[src/rtl/ah_packet_converter_w2n_param.sv]
// ---------------------------------------------------------------------------
// ah_packet_converter_w2n_param
//
// Wide-to-narrow stream width converter with packet framing. IN_W-bit input
// words are serialised LSB-first into OUT_W-bit output beats. The ratio does
// not need to be an integer. On the last word of a packet, any residual bits
// are flushed as a zero-padded final beat tagged m_last. m_nbits reports how
// many LSBs of that beat are valid.
//
// Ports
//   clk      in   1      clock, rising edge
//   rstn     in   1      asynchronous active-low reset
//   s_data   in   IN_W   input word, bit 0 is the earliest stream bit
//   s_valid  in   1      input word valid
//   s_last   in   1      input word closes the packet
//   s_ready  out  1      word is accepted this cycle (depends on state only)
//   m_data   out  OUT_W  output beat, bit 0 is the earliest bit, zero padded
//   m_valid  out  1      output beat valid
//   m_last   out  1      final beat of the packet
//   m_nbits  out  NB_W   count of valid LSBs in m_data
//   m_ready  in   1      downstream takes the beat
// ---------------------------------------------------------------------------
module ah_packet_converter_w2n_param #(
    parameter  int IN_W  = 15,
    parameter  int OUT_W = 10,
    localparam int BUF_W = IN_W + OUT_W - 1,
    localparam int CNT_W = $clog2(BUF_W + 1),
    localparam int NB_W  = $clog2(OUT_W + 1)
) (
    input  logic             clk,
    input  logic             rstn,
    input  logic [IN_W-1:0]  s_data,
    input  logic             s_valid,
    input  logic             s_last,
    output logic             s_ready,
    output logic [OUT_W-1:0] m_data,
    output logic             m_valid,
    output logic             m_last,
    output logic [NB_W-1:0]  m_nbits,
    input  logic             m_ready
);

    localparam logic [CNT_W-1:0] OUT_C = CNT_W'(OUT_W);
    localparam logic [CNT_W-1:0] IN_C  = CNT_W'(IN_W);

    // Residue buffer: bits [fill_q-1:0] are valid, everything above is kept 0.
    logic [BUF_W-1:0] buf_q;
    logic [CNT_W-1:0] fill_q;
    logic             pend_last_q;

    logic             full;
    logic             accept;
    logic             emit;
    logic [BUF_W-1:0] keep_mask;
    logic [BUF_W-1:0] ins_word;
    logic [OUT_W-1:0] beat_mask;

    always_comb begin
        full    = (fill_q >= OUT_C);
        m_valid = full || (pend_last_q && (fill_q != '0));
        m_last  = pend_last_q && (fill_q <= OUT_C);
        m_nbits = full ? NB_W'(OUT_W) : NB_W'(fill_q);

        // Only bits below fill are meaningful. Masking here keeps the zero-pad
        // guarantee independent of what the shift leaves in the upper bits.
        beat_mask = '0;
        for (int i = 0; i < OUT_W; i++)
            beat_mask[i] = (CNT_W'(i) < fill_q);
        m_data = buf_q[OUT_W-1:0] & beat_mask;

        // Accept is allowed only while fewer than OUT_W bits are pending, so
        // fill + IN_W never exceeds BUF_W. This also keeps accept and emit
        // mutually exclusive.
        s_ready = rstn && !full && !pend_last_q;
    end

    always_comb begin
        keep_mask = '0;
        for (int i = 0; i < BUF_W; i++)
            keep_mask[i] = (CNT_W'(i) < fill_q);
        ins_word = BUF_W'(s_data) << fill_q;
    end

    assign accept = s_valid && s_ready;
    assign emit   = m_valid && m_ready;

    always_ff @(posedge clk or negedge rstn) begin
        if (!rstn) begin
            buf_q       <= '0;
            fill_q      <= '0;
            pend_last_q <= 1'b0;
        end else if (accept) begin
            buf_q       <= (buf_q & keep_mask) | ins_word;
            fill_q      <= fill_q + IN_C;
            pend_last_q <= s_last;
        end else if (emit) begin
            buf_q <= buf_q >> OUT_W;
            if (m_last) begin
                // The final beat drains the buffer completely, including an
                // exact-multiple full beat, so no trailing empty beat follows.
                fill_q      <= '0;
                pend_last_q <= 1'b0;
            end else begin
                fill_q <= fill_q - CNT_W'(m_nbits);
            end
        end
    end

endmodule

[config.mk]
export PLATFORM = sky130hd
export DESIGN_NAME = ah_packet_converter_w2n_param
export DESIGN_NICKNAME = d
export VERILOG_FILES = /design/src/rtl/ah_packet_converter_w2n_param.sv
export SDC_FILE = /design/constraint.sdc
export NUM_CORES = 1
export LEC_CHECK = 0
export CAP_MARGIN = 20
export CORE_UTILIZATION = 58
export CTS_CLUSTER_DIAMETER = 60
export DETAILED_ROUTE_END_ITERATION = 16
export GPL_TIMING_DRIVEN = 0
export HOLD_SLACK_MARGIN = 0.05
export PLACE_DENSITY = 0.93
export SLEW_MARGIN = 0
export SYNTH_ARGS = -nofsm -noshare
export SYNTH_HDL_FRONTEND = slang
export SYNTH_SLANG_ARGS = --single-unit
[constraint.sdc]
create_clock -name clk -period 7.3 [get_ports clk]
set_input_delay 0.73 -clock clk [delete_from_list [all_inputs] [get_ports clk]]
set_output_delay 0.73 -clock clk [all_outputs]
set_load 0.02 [all_outputs]
# After elaboration in Yosys (flattened, before gate mapping)
# Cells that the tools add are included.
[classes]
addsub = 2
order_cmp = 26
shifts = 1
n_mux = 9
bitwise = 3
n_reduce_logical = 13
[ops]
columns = ["op", "count"]
rows = [
  ["2-to-1 mux 24 bit", 2],
  ["< comparator 4 x 5 -> 1 bit, first input constant", 8],
  ["< comparator 5 bit, first input constant", 8],
  ["AND 24 bit", 1],
  ["OR 24 bit", 1],
  ["left shift 15 x 5 -> 24 bit", 1],
  ["< comparator 3 x 5 -> 1 bit, first input constant", 4],
  ["2-to-1 mux 5 bit", 3],
  ["AND 10 bit", 1],
  ["< comparator 1 x 5 -> 1 bit, first input constant", 2],
  ["< comparator 2 x 5 -> 1 bit, first input constant", 2],
  ["logical AND 1 bit", 6],
  ["adder 5 x 4 -> 5 bit, second input constant", 1],
  ["greater-or-equal comparator 5 x 4 -> 1 bit, second input constant", 1],
  ["<= comparator 5 x 4 -> 1 bit, second input constant", 1],
  ["nonzero test 5 bit", 1],
  ["subtractor 5 x 4 -> 5 bit", 1],
  ["2-to-1 mux 4 bit", 1],
  ["nonzero test 2 bit", 2],
  ["2-to-1 mux 1 bit", 3],
  ["logical NOT 1 bit", 2],
  ["AND reduction 2 bit", 1],
  ["logical OR 1 bit", 1],
]
[word_totals]
register_bits = 30
in_bits = 20
output_inout_bits = 17
elab_cells = 57

# Longest topological paths before layout
# Gate-level depths: netlist of run 1.
[depth]
ltp_word = 7
depth_mapped = 12
depth_no_buf = 10

# Least setup slack after synthesis of run 1
# OpenSTA, ideal clock, no wires.
[synth_path]
path_kind = "flip-flop to flip-flop"
from = "register fill_q[0]"
to = "register buf_q[13]"
t_arrival_ns = 2.918
required_ns = 7.174
setup_slack_ns = 4.256
path_stages_with_launch = 11
cell_sequence = "dfrtp_1 > buf_1 > clkbuf_1 > inv_1 > ha_1 > a211o_1 > a221o_1 > and2_1 > buf_6 > buf_6 > a221o_1"
[synth_via]
word_cells_on_any_way = 15
[synth_rtl]
columns = ["item", "line_no", "rtl"]
rows = [
  ["from (decl)", "48", "logic [CNT_W-1:0] fill_q;"],
  ["from (signal assigned)", "94", "fill_q <= fill_q + IN_C;"],
  ["from (signal assigned)", "104", "fill_q <= fill_q - CNT_W'(m_nbits);"],
  ["branches (longest 2 deep; another with greater-or-equal comparator 5 x 4 -> 1 bit)", "n/a", ""],
  ["logical OR 1 bit (*)", "60", "m_valid = full || (pend_last_q && (fill_q != '0));"],
  ["net m_valid", "37", "output logic m_valid,"],
  ["logical AND 1 bit (*)", "85", "assign emit = m_valid && m_ready;"],
  ["nonzero test 2 bit (no source line) (*)", "n/a", ""],
  ["to (signal assigned)", "93", "buf_q <= (buf_q & keep_mask) | ins_word;"],
  ["to (signal assigned)", "97", "buf_q <= buf_q >> OUT_W;"],
  ["to (decl)", "47", "logic [BUF_W-1:0] buf_q;"],
]
# Mark *: on every way through the listed nets, which the timed path passes.
# A chain may end at the register's enable or synchronous reset.

# Worst setup path after layout of run 1
[layout_path]
from = "register fill_q[0]"
to = "output s_ready"
[layout_via]
elab_chain_cells = 4
[layout_lines]
columns = ["item", "line_no", "rtl"]
rows = [
  ["greater-or-equal comparator 5 x 4 -> 1 bit", "59", "full = (fill_q >= OUT_C);"],
  ["logical NOT 1 bit", "74", "s_ready = rstn && !full && !pend_last_q;"],
  ["logical AND 1 bit (2 in a row)", "74", ""],
  ["to (decl)", "35", "output logic s_ready,"],
]
# Every way passes these cells.

==> results of run 1 <==
==> cell type report <==
cell class	instances	area [µm²]	area share
buffer	28	135	0.0435
inverter	7	26.3	0.00846
clock buffer	6	82.6	0.0266
tap	50	62.6	0.0202
clock inverter	2	12.5	0.00403
sequential	30	751	0.242
multi-input combinational	238	1660	0.534
timing repair buffer	36	378	0.122
==> critical path, cell delays in order, from the launching register on <==
cell                              delay, ns
sky130_fd_sc_hd__dfrtp_1               0.45
sky130_fd_sc_hd__buf_1                 0.44
sky130_fd_sc_hd__clkbuf_1              0.48
sky130_fd_sc_hd__inv_1                 0.24
sky130_fd_sc_hd__ha_1                  0.31
sky130_fd_sc_hd__a211o_1               0.36
sky130_fd_sc_hd__a21oi_1               0.37
sky130_fd_sc_hd__and3b_1               0.21
sky130_fd_sc_hd__clkdlybuf4s50_1       0.60
==> power groups by stage <==
stage / clock network, mW / registers (mW) / logic, mW
floorplan: 0 / 0.267 / 0.668
global placement: 0 / 0.281 / 0.963
detailed placement: 0 / 0.285 / 0.976
CTS: 0.145 / 0.281 / 0.983
global route: 0.150 / 0.289 / 1.07
finish: 0.146 / 0.286 / 1.02
==> per-layer routing <==
| layer | track usage | up-vias | wire [µm] |
|---|---|---|---|
| li1 | - | 1235 | - |
| met1 | 0.525 | 1337 | 3540 |
| met2 | 0.656 | 255 | 4120 |
| met3 | 0.0987 | 55 | 1130 |
| met4 | 0.268 | 0 | 472 |
| met5 | 0 | - | 0 |
==> synthesized netlist by cell type, drive strengths merged, types with 7 or more instances <==
cell,instances
buf,12
o21ai,19
nand2,31
nand3,13
mux2i,15
a221o,11
o211ai,7
clkbuf,16
dfrtp,30
nor2,14
a21oi,15
mux2,23
==> state kept, by name, indices dropped and copies added, names as in the netlist <==
| signal | count |
|---|---|
| buf_q | 24 |
| fill_q | 5 |
| pend_last_q | 1 |
==> placed cells by master (no fill, tap or decap), types with 4 or more instances in the layout <==
master | Yosys | layout
sky130_fd_sc_hd__nand3_1 | 13 | 13
sky130_fd_sc_hd__ha_1 | 4 | 4
sky130_fd_sc_hd__inv_1 | 5 | 5
sky130_fd_sc_hd__o22ai_1 | 4 | 4
sky130_fd_sc_hd__nor2_1 | 14 | 14
sky130_fd_sc_hd__a31oi_1 | 5 | 5
sky130_fd_sc_hd__a21oi_1 | 14 | 14
sky130_fd_sc_hd__nor2b_1 | 5 | 5
sky130_fd_sc_hd__dfrtp_1 | 30 | 30
sky130_fd_sc_hd__nor3_1 | 5 | 5
sky130_fd_sc_hd__and2_1 | 5 | 5
sky130_fd_sc_hd__a21boi_0 | 6 | 6
sky130_fd_sc_hd__o211ai_1 | 7 | 7
sky130_fd_sc_hd__mux2_2 | 23 | 23
sky130_fd_sc_hd__clkbuf_8 | 0 | 6
sky130_fd_sc_hd__mux2i_1 | 15 | 15
sky130_fd_sc_hd__a22oi_1 | 4 | 4
sky130_fd_sc_hd__clkdlybuf4s50_1 | 0 | 35
sky130_fd_sc_hd__nand2_1 | 31 | 31
sky130_fd_sc_hd__buf_2 | 6 | 6
sky130_fd_sc_hd__clkbuf_1 | 16 | 16
sky130_fd_sc_hd__a221o_1 | 11 | 11
sky130_fd_sc_hd__o21ai_0 | 19 | 19
==> worst min path at each step <==
stage	from	endpoint	slack, ns	cells after the start
after floorplan	rstn	buf_q[0]	0.43	0
after global placement	buf_q[2]	buf_q[2]	0.49	2
after detailed placement	buf_q[15]	buf_q[5]	0.50	1
after CTS	buf_q[15]	buf_q[5]	0.51	1
after global routing	buf_q[19]	buf_q[9]	0.52	1
final	buf_q[13]	buf_q[13]	0.51	1
==> stage by stage <==
step,std cells,utilization
global route,397,0.754
CTS,397,0.754
detailed placement,389,0.731
finish,397,0.754
floorplan,303,-
global placement,388,0.725
==> cell families (layout without fill, tap and decap cells) <==
family	count (synthesis)	in the layout	share of synthesized area
buffers and inverters	35	79	0.0628
adder cells (fa/ha/maj)	4	4	0.0195
multiplexers	38	38	0.159
other	1	1	0.00146
AO/OA/AOI/OAI	100	100	0.278
flip-flops	30	30	0.292
AND/OR/NAND/NOR	94	94	0.183
XOR/XNOR	1	1	0.00341
==> results.py, run 1 <==
metrics = {
    "power": {
        "power_per_cell_area_nw_per_um2": 468,
        "internal_power_contribution_uw": 704,
        "power.share.switching": 0.516,
        "totalPowerFinal_mw": 1.45,
        "power_frac_clock": 0.100,
        "total_leakage_power_nw": 1.23,
        "power_frac_seq": 0.196,
        "ir_worst_vdd_mv": 0.252,
        "total_switching_power_uw": 750,
        "comb_power_share": 0.703,
    },
    "worst_setup_path": {
        "timing.rr.end": "buf_q[6]",
        "worstPathArrival_ns": 3.75,
        "timing.critical_path.to_type": "output port",
        "worst-r2r-setup-slack_ns": 3.41,
        "critPathMaxFanout": 10,
        "timing.critical_path.required_ns": 6.57,
        "timing.reg2reg.worst_path_depth": 10,
        "endpoint_of_the_worst_setup_timing_path": "s_ready",
        "worst-setup-path-type": "flip-flop to output port",
        "rr_startpoint": "fill_q[0]",
        "timing.critical_path.from": "fill_q[0]",
        "critical_path.startpoint_type": "flip-flop",
    },
    "sta": {
        "final_critical_path_setup_slack_ns": 2.82,
        "tightestPinTransition_ns": 0.968,
        "max_slew_margin": 0.345,
        "final_min_period_over_clock_period": 0.613,
        "grt_setup_unrepaired": "false",
        "fmaxAchievable_mhz": 223,
        "timing_hold_violations_final": 0,
        "timing.final.setup_violations": 0,
        "worst_clock_skew_on_the_final_layout_ns": 0.0169,
        "period_needed_ns": 4.48,
        "hold_slack_ns": 0.512,
        "finalMaxSlewViolations": 0,
        "fin_tns_setup_ns": 0,
    },
    "clocking": {
        "h-tree-depth": 2,
        "post_cts_hold_buffer_count": 0,
        "cts-buffers-inserted": 5,
        "cts.reportedPaths.clkPinSlew_ns": 0.08,
        "cts_root_buffer": "sky130_fd_sc_hd__clkbuf_8",
        "clock_latency_ns": 0.29,
        "cts_tree": "yes",
        "cts-root-to-sink-buffers": 2,
        "cts_post_setup_buffers_inserted": 0,
        "cts_sinks": 30,
        "quantity_of_gates_resized_following_cts": 0,
    },
    "synthesis": {
        "yosys_register_bits": 30,
        "synth_ff_type": "sky130_fd_sc_hd__dfrtp_1",
        "synth.largest_area_cell": "sky130_fd_sc_hd__dfrtp_1",
        "post_synthesis_instance_total": 303,
        "synthesis.area_um2": 2570,
        "netlist_top_cells_area": "sky130_fd_sc_hd__dfrtp_1 (29%), sky130_fd_sc_hd__mux2_2 (10%), sky130_fd_sc_hd__mux2i_1 (5.8%)",
        "synth.yosys.seq_area_share": 0.292,
        "synth_enable_flop_cells": 0,
        "synth_area_per_cell_um2": 8.48,
        "yosysWarningCount": 0,
        "post_synth_num_cell_types": 55,
        "async_reset_ff_frac": 1.00,
        "synth_nets": 327,
        "synth_largest_type_area_fraction": 0.292,
    },
    "placed_design": {
        "port_buffers": 35,
        "postPlaceCellArea_um2": 3010,
        "globalplace.congestion": 1.02,
        "dp_slack_ns": 3.21,
        "dp_hpwl_um": 6890,
    },
    "job": {
        "max_cap_viol_count": 0,
    },
    "cells_and_area": {
        "final_layout_size_suffix_gt1_frac": 0.133,
        "antenna_fix_cells": 0,
        "final.fill_count": 321,
        "design_area_um2": 3100,
        "design.final.nets": 370,
        "area_delta_synth_final_pct": 20.8,
    },
    "floorplanning": {
        "io-pin-count": 37,
        "design.die.area_um2": 4700,
        "fp.dieW_um": 68.6,
        "rows": 23,
        "design.core.area_um2": 4120,
        "fp.dieH_um": 68.6,
        "initial_cell_density_of_the_core": 0.624,
    },
    "detailed_routing": {
        "drc": 0,
        "drt_pre_antenna_iters": 5,
        "drt_iter0_markers": 417,
        "viasPerCell": 7.26,
        "num_vias": 2882,
        "wl_per_cell_um": 23.3,
        "totalWireLength_um": 9260,
        "ant_nets": 0,
    },
    "global_route": {
        "grt_antenna_before_repair": 0,
        "grt_overflow_total": 0,
        "maximum_number_of_pins_on_one_net_before_global_route_repair": 23,
        "grt_first_pass_wirelength_um": 14200,
        "first_global_vias": 2786,
        "grtUsageTotal": 0.423,
    },
    "status": {
        "result_of_the_run": "finished clean",
    },
    "worst_hold_path": {
        "worst_hold_path_type": "flip-flop to flip-flop",
    },
}
Note: power is estimated with default switching activity, not from simulation.
==> run 2: changes to the inputs <==
--- a/config.mk
+++ b/config.mk
@@ -6,12 +6,12 @@
 export NUM_CORES = 1
 export LEC_CHECK = 0
 export CAP_MARGIN = 20
-export CORE_UTILIZATION = 58
+export CORE_UTILIZATION = 50
 export CTS_CLUSTER_DIAMETER = 60
 export DETAILED_ROUTE_END_ITERATION = 16
 export GPL_TIMING_DRIVEN = 0
 export HOLD_SLACK_MARGIN = 0.05
-export PLACE_DENSITY = 0.93
+export PLACE_DENSITY = 0.86
 export SLEW_MARGIN = 0
 export SYNTH_ARGS = -nofsm -noshare
 export SYNTH_HDL_FRONTEND = slang
==> constraint.sdc (replaced) <==
create_clock -name clk -period 3.9 [get_ports clk]
set_input_delay 0.39 -clock clk [delete_from_list [all_inputs] [get_ports clk]]
set_output_delay 0.39 -clock clk [all_outputs]
set_load 0.02 [all_outputs]
==> run 2 against run 1 <==
Die area rose by 16%. Utilization fell by 11 points. Sequential share of layout area up 0.11 points. Critical path type unchanged.
==> results.py, run 2 (same netlist as run 1, synthesis figures left out) <==
metrics = {
    "power": {
        "total_leakage_power_nw": 1.22,
        "power_per_cell_area_nw_per_um2": 871,
        "totalPowerFinal_mw": 2.69,
        "ir_worst_vdd_mv": 0.483,
    },
    "detailed_routing": {
        "viasPerCell": 6.93,
        "num_vias": 2854,
        "totalWireLength_um": 9160,
        "drc": 0,
        "drt_iter0_markers": 374,
        "ant_nets": 0,
        "wl_per_cell_um": 22.2,
        "drt_pre_antenna_iters": 5,
    },
    "cells_and_area": {
        "max_flop_register": "buf_q",
        "antenna_fix_cells": 0,
        "final.fill_count": 452,
        "area_delta_synth_final_pct": 20.3,
        "top_regs": "buf_q: 24 flops, fill_q: 5 flops, pend_last_q: 1 flops",
        "mostFrequentLayoutCells": "sky130_fd_sc_hd__clkdlybuf4s50_1 (34), sky130_fd_sc_hd__nand2_1 (31), sky130_fd_sc_hd__dfrtp_1 (30)",
        "number_of_flip_flops_in_the_largest_register": 24,
        "multiInputGateArea_um2": 1660,
        "register_area_um2": 751,
        "final_common_cell": "sky130_fd_sc_hd__clkdlybuf4s50_1",
        "final_layout_size_suffix_gt1_frac": 0.136,
        "design.final.nets": 368,
        "final_core_utilization": 0.642,
    },
    "global_route": {
        "grt_overflow_total": 0,
        "grt.busiest_layer": "met2",
        "maximum_number_of_pins_on_one_net_before_global_route_repair": 33,
        "grt_first_pass_wirelength_um": 14600,
        "grtUsageTotal": 0.370,
        "global_route.usage.met1": 0.491,
        "grt_util_met2": 0.595,
        "grt_antenna_before_repair": 0,
        "global_route.usage.met3": 0.0466,
        "first_global_vias": 2736,
    },
    "floorplanning": {
        "rows": 25,
        "fp.dieW_um": 73.7,
        "fp.dieH_um": 73.7,
        "design.core.area_um2": 4820,
        "design.die.area_um2": 5430,
        "initial_cell_density_of_the_core": 0.533,
        "io-pin-count": 37,
    },
    "worst_setup_path": {
        "timing.critical_path.mode_cell": "sky130_fd_sc_hd__clkbuf_1",
        "path_cells": "clkbuf_1 > clkbuf_1 > clkbuf_1 > o21ai_0 > a21boi_0 > clkdlybuf4s50_1",
        "worst-path-buf-inv": 4,
        "timing.critical_path.required_ns": 3.51,
        "slowest_stage": "sky130_fd_sc_hd__clkdlybuf4s50_1",
        "rr_startpoint": "fill_q[0]",
        "worst_path_max_stage_delay_ns": 0.64,
        "timing.critical_path.to_type": "output port",
        "worstPathArrival_ns": 3.18,
        "worst-setup-path-type": "flip-flop to output port",
        "critPathMaxFanout": 10,
        "timing.reg2reg.worst_path_depth": 9,
        "critical-path-top-delay-family": "buffers and inverters",
        "critical_path.startpoint_type": "flip-flop",
        "timing.critical_path.from": "fill_q[2]",
        "critical_path_cell_count": 6,
    },
    "clocking": {
        "cts_root_buffer": "sky130_fd_sc_hd__clkbuf_8",
        "cts.reportedPaths.clkPinSlew_ns": 0.07,
        "cts_sinks": 30,
        "cts-root-to-sink-buffers": 2,
        "cts_post_setup_buffers_inserted": 0,
        "h-tree-depth": 2,
        "post_cts_hold_buffer_count": 0,
        "cts_tree": "yes",
        "cts-buffers-inserted": 5,
        "clock_latency_ns": 0.30,
    },
    "status": {
        "result_of_the_run": "finished clean",
    },
    "sta": {
        "finalMaxSlewViolations": 0,
        "final_min_period_over_clock_period": 0.916,
        "period_needed_ns": 3.57,
        "max_slew_margin": 0.409,
        "timing.final.setup_violations": 0,
        "tightestPinTransition_ns": 0.865,
        "worst_clock_skew_on_the_final_layout_ns": 0.00601,
        "grt_setup_unrepaired": "false",
        "timing_hold_violations_final": 0,
        "fin_tns_setup_ns": 0,
        "fmaxAchievable_mhz": 280,
    },
    "placed_design": {
        "dp_hpwl_um": 6740,
        "globalplace.congestion": 0.956,
        "port_buffers": 35,
    },
    "worst_hold_path": {
        "worst_hold_path_type": "input pin to asynchronous set/reset pin",
    },
    "job": {
        "max_cap_viol_count": 0,
    },
}
==> run 2: routing by layer <==
| layer | vias up | wire length [µm] |
|---|---|---|
| li1 | 1233 | - |
| met1 | 1355 | 3660 |
| met2 | 229 | 4150 |
| met3 | 37 | 953 |
| met4 | 0 | 386 |
| met5 | - | 0 |
==> run 2: where the power goes <==
part,total [mW],switching (mW),internal (mW),leakage (nW)
clock,0.275,0.134,0.142,0.0472
sequential,0.535,0.0984,0.437,0.395
combinational,1.88,1.15,0.734,0.782
total,2.69,1.38,1.31,1.22
==> run 2: cell type report <==
| cell class | instances | area share |
|---|---|---|
| clock buffers | 6 | 0.0267 |
| well taps | 67 | 0.0271 |
| multi-input cells | 238 | 0.536 |
| flip-flops and latches | 30 | 0.243 |
| inverters | 7 | 0.00850 |
| clock inverters | 2 | 0.00405 |
| plain buffers | 27 | 0.0429 |
| repair buffers | 35 | 0.112 |
==> run 2: through the flow <==
| step | area [µm²] | std cells | hold WS [ns] | worst slack, ns |
|---|---|---|---|---|
| after floorplan | 2570 | 303 | 0.0944 | 0.856 |
| after global placement | 3000 | 405 | 0.489 | 0.0552 |
| after detailed placement | 3000 | 405 | 0.478 | 0.207 |
| after CTS | 3090 | 413 | 0.170 | 0.0647 |
| after global routing | 3090 | 412 | 0.203 | 0.153 |
| final | 3090 | 412 | 0.135 | 0.326 |
==> run 2: final timing paths <==
path	slack (ns)	end
min	0.13	fill_q[1]
max in group asynchronous	3.30	buf_q[22]
max reg2reg	0.57	buf_q[8]
min in group clk	0.51	buf_q[23]
max	0.33	m_data[4]
min reg2reg	0.51	buf_q[23]
==> run 2: repair_timing <==
action,4_1_cts,5_1_grt
setup endpoints to repair,2,3
gates resized for setup,1,0
gates cloned,0,0
==> run 3: changes to the inputs <==
--- a/config.mk
+++ b/config.mk
@@ -5,13 +5,13 @@
 export SDC_FILE = /design/constraint.sdc
 export NUM_CORES = 1
 export LEC_CHECK = 0
-export CAP_MARGIN = 20
 export CORE_UTILIZATION = 50
 export CTS_CLUSTER_DIAMETER = 60
 export DETAILED_ROUTE_END_ITERATION = 16
 export GPL_TIMING_DRIVEN = 0
 export HOLD_SLACK_MARGIN = 0.05
 export PLACE_DENSITY = 0.86
+export RECOVER_POWER = 50
 export SLEW_MARGIN = 0
 export SYNTH_ARGS = -nofsm -noshare
 export SYNTH_HDL_FRONTEND = slang
==> run 3 against run 2 <==
Utilization unchanged. Final cell count stayed put. First-iteration DRC count is 0.80% lower. Global-route usage unchanged. Clock power barely moved. Register-to-register slack better by 0.03 ns. Worst setup slack gained 0.0055 ns. Total power fell by 0.26%. Non-clock buffer count unchanged. Sequential cell count stayed put. Critical endpoint unchanged. Highest routed layer unchanged.
==> results.py, run 3 (same netlist as run 1, synthesis figures left out) <==
metrics = {
    "sta": {
        "grt_setup_unrepaired": "false",
        "period_needed_ns": 3.57,
        "fmaxAchievable_mhz": 280,
        "final_min_period_over_clock_period": 0.915,
        "final_critical_path_setup_slack_ns": 0.331,
        "timing_hold_violations_final": 0,
        "tightestPinTransition_ns": 0.872,
        "fin_tns_setup_ns": 0,
        "max_slew_margin": 0.404,
        "finalMaxSlewViolations": 0,
        "worst_clock_skew_on_the_final_layout_ns": 0.00683,
        "timing.final.setup_violations": 0,
    },
    "clocking": {
        "clock_latency_ns": 0.30,
        "cts_post_setup_buffers_inserted": 0,
        "cts.reportedPaths.clkPinSlew_ns": 0.07,
        "cts-buffers-inserted": 5,
        "cts_tree": "yes",
        "cts-root-to-sink-buffers": 2,
        "h-tree-depth": 2,
        "cts_root_buffer": "sky130_fd_sc_hd__clkbuf_8",
        "cts_sinks": 30,
    },
    "global_route": {
        "global_route.usage.met3": 0.0466,
        "global_route.usage.met1": 0.491,
        "maximum_number_of_pins_on_one_net_before_global_route_repair": 33,
        "grtUsageTotal": 0.370,
        "grt_overflow_total": 0,
        "first_global_vias": 2736,
        "grt_first_pass_wirelength_um": 14600,
        "grt_util_met2": 0.595,
        "grt.busiest_layer": "met2",
        "grt_antenna_before_repair": 0,
    },
    "cells_and_area": {
        "antenna_fix_cells": 0,
        "final_core_utilization": 0.642,
        "design.final.nets": 368,
        "number_of_flip_flops_in_the_largest_register": 24,
        "area_delta_synth_final_pct": 20.3,
        "final_layout_size_suffix_gt1_frac": 0.136,
        "register_area_um2": 751,
        "design_area_um2": 3090,
        "final.fill_count": 452,
        "multiInputGateArea_um2": 1660,
        "final_common_cell": "sky130_fd_sc_hd__nand2_1",
        "top_regs": "buf_q: 24 flops, fill_q: 5 flops, pend_last_q: 1 flops",
        "mostFrequentLayoutCells": "sky130_fd_sc_hd__nand2_1 (31), sky130_fd_sc_hd__dfrtp_1 (30), sky130_fd_sc_hd__clkdlybuf4s50_1 (29)",
        "fin_cells": 412,
        "max_flop_register": "buf_q",
    },
    "detailed_routing": {
        "viasPerCell": 6.94,
        "drt_pre_antenna_iters": 5,
        "drt_iter0_markers": 371,
        "wl_per_cell_um": 22.2,
        "ant_nets": 0,
        "totalWireLength_um": 9160,
        "num_vias": 2861,
        "drc": 0,
    },
    "floorplanning": {
        "initial_cell_density_of_the_core": 0.533,
        "design.core.area_um2": 4820,
        "io-pin-count": 37,
        "design.die.area_um2": 5430,
        "rows": 25,
        "fp.dieW_um": 73.7,
        "fp.dieH_um": 73.7,
    },
    "power": {
        "comb_power_share": 0.696,
        "power_frac_seq": 0.201,
        "power_per_cell_area_nw_per_um2": 869,
        "power_frac_clock": 0.103,
        "total_switching_power_mw": 1.38,
        "power.share.switching": 0.514,
        "ir_worst_vdd_mv": 0.466,
        "internal_power_contribution_mw": 1.30,
        "total_leakage_power_nw": 1.24,
    },
    "worst_setup_path": {
        "timing.critical_path.to_type": "output port",
        "timing.rr.end": "buf_q[8]",
        "critical_path.startpoint_type": "flip-flop",
        "timing.critical_path.required_ns": 3.51,
        "critPathMaxFanout": 10,
        "timing.reg2reg.worst_path_depth": 9,
        "worst-setup-path-type": "flip-flop to output port",
        "worst-r2r-setup-slack_ns": 0.60,
        "rr_startpoint": "fill_q[0]",
        "worstPathArrival_ns": 3.18,
    },
    "placed_design": {
        "port_buffers": 35,
        "dp_hpwl_um": 6740,
        "placedCellCount": 405,
        "globalplace.congestion": 0.956,
        "dp_slack_ns": 0.207,
        "postPlaceCellArea_um2": 3000,
    },
    "job": {
        "max_cap_viol_count": 0,
    },
    "worst_hold_path": {
        "worst_hold_path_type": "input pin to asynchronous set/reset pin",
    },
    "status": {
        "result_of_the_run": "finished clean",
    },
}
[run 3: per-layer routing]
layer	up-vias	part of all wire
li1	1234	-
met1	1377	0.41
met2	213	0.45
met3	37	0.090
met4	0	0.043
met5	-	0
[run 3: power groups by stage]
stage	combinational [mW]	clock [mW]	sequential, mW
after global placement	1.81	0	0.528
after CTS	1.83	0.275	0.531
after global routing	1.99	0.285	0.546
final	1.87	0.277	0.539
after floorplan	1.25	0	0.500
after detailed placement	1.81	0	0.535
[run 3: per-stage QoR]
step,power (mW),hold WS (ns)
2_1_floorplan,1.75,0.0944
3_3_place_gp,2.34,0.489
3_5_place_dp,2.35,0.478
4_1_cts,2.63,0.170
5_1_grt,2.82,0.203
6_report,2.69,0.141
[run 3: worst max-delay path by stage]
stage,start,endpoint,slack [ns],depth (start not counted)
CTS,fill_q[0],s_ready,0.06,8
global placement,rstn,buf_q[8],0.06,7
detailed placement,fill_q[0],s_ready,0.21,8
global route,fill_q[0],s_ready,0.15,7
finish,fill_q[2],m_data[4],0.33,6
floorplan,fill_q[0],buf_q[13],0.86,10
[run 3: repair_timing]
action | 4_1_cts | 5_1_grt
pin swaps | 0 | 0
hold buffers | 0 | 0
endpoints found under the setup margin | 2 | 3
gates resized for setup | 1 | 0
[run 3: worst max-delay path: stages, from the launching register on]
cell	delay [ns]
sky130_fd_sc_hd__dfrtp_1	0.45
sky130_fd_sc_hd__clkbuf_1	0.45
sky130_fd_sc_hd__clkbuf_1	0.48
sky130_fd_sc_hd__clkbuf_1	0.46
sky130_fd_sc_hd__o21ai_0	0.16
sky130_fd_sc_hd__a21boi_0	0.24
sky130_fd_sc_hd__clkdlybuf4s50_1	0.64
[run 3: layout make-up]
type | count | share of cell area
repair buffers | 35 | 0.112
flip-flops and latches | 30 | 0.243
inverters | 7 | 0.00850
clock inverters | 2 | 0.00405
well taps | 67 | 0.0271
clock buffers | 6 | 0.0267
multi-input cells | 238 | 0.536
plain buffers | 27 | 0.0429
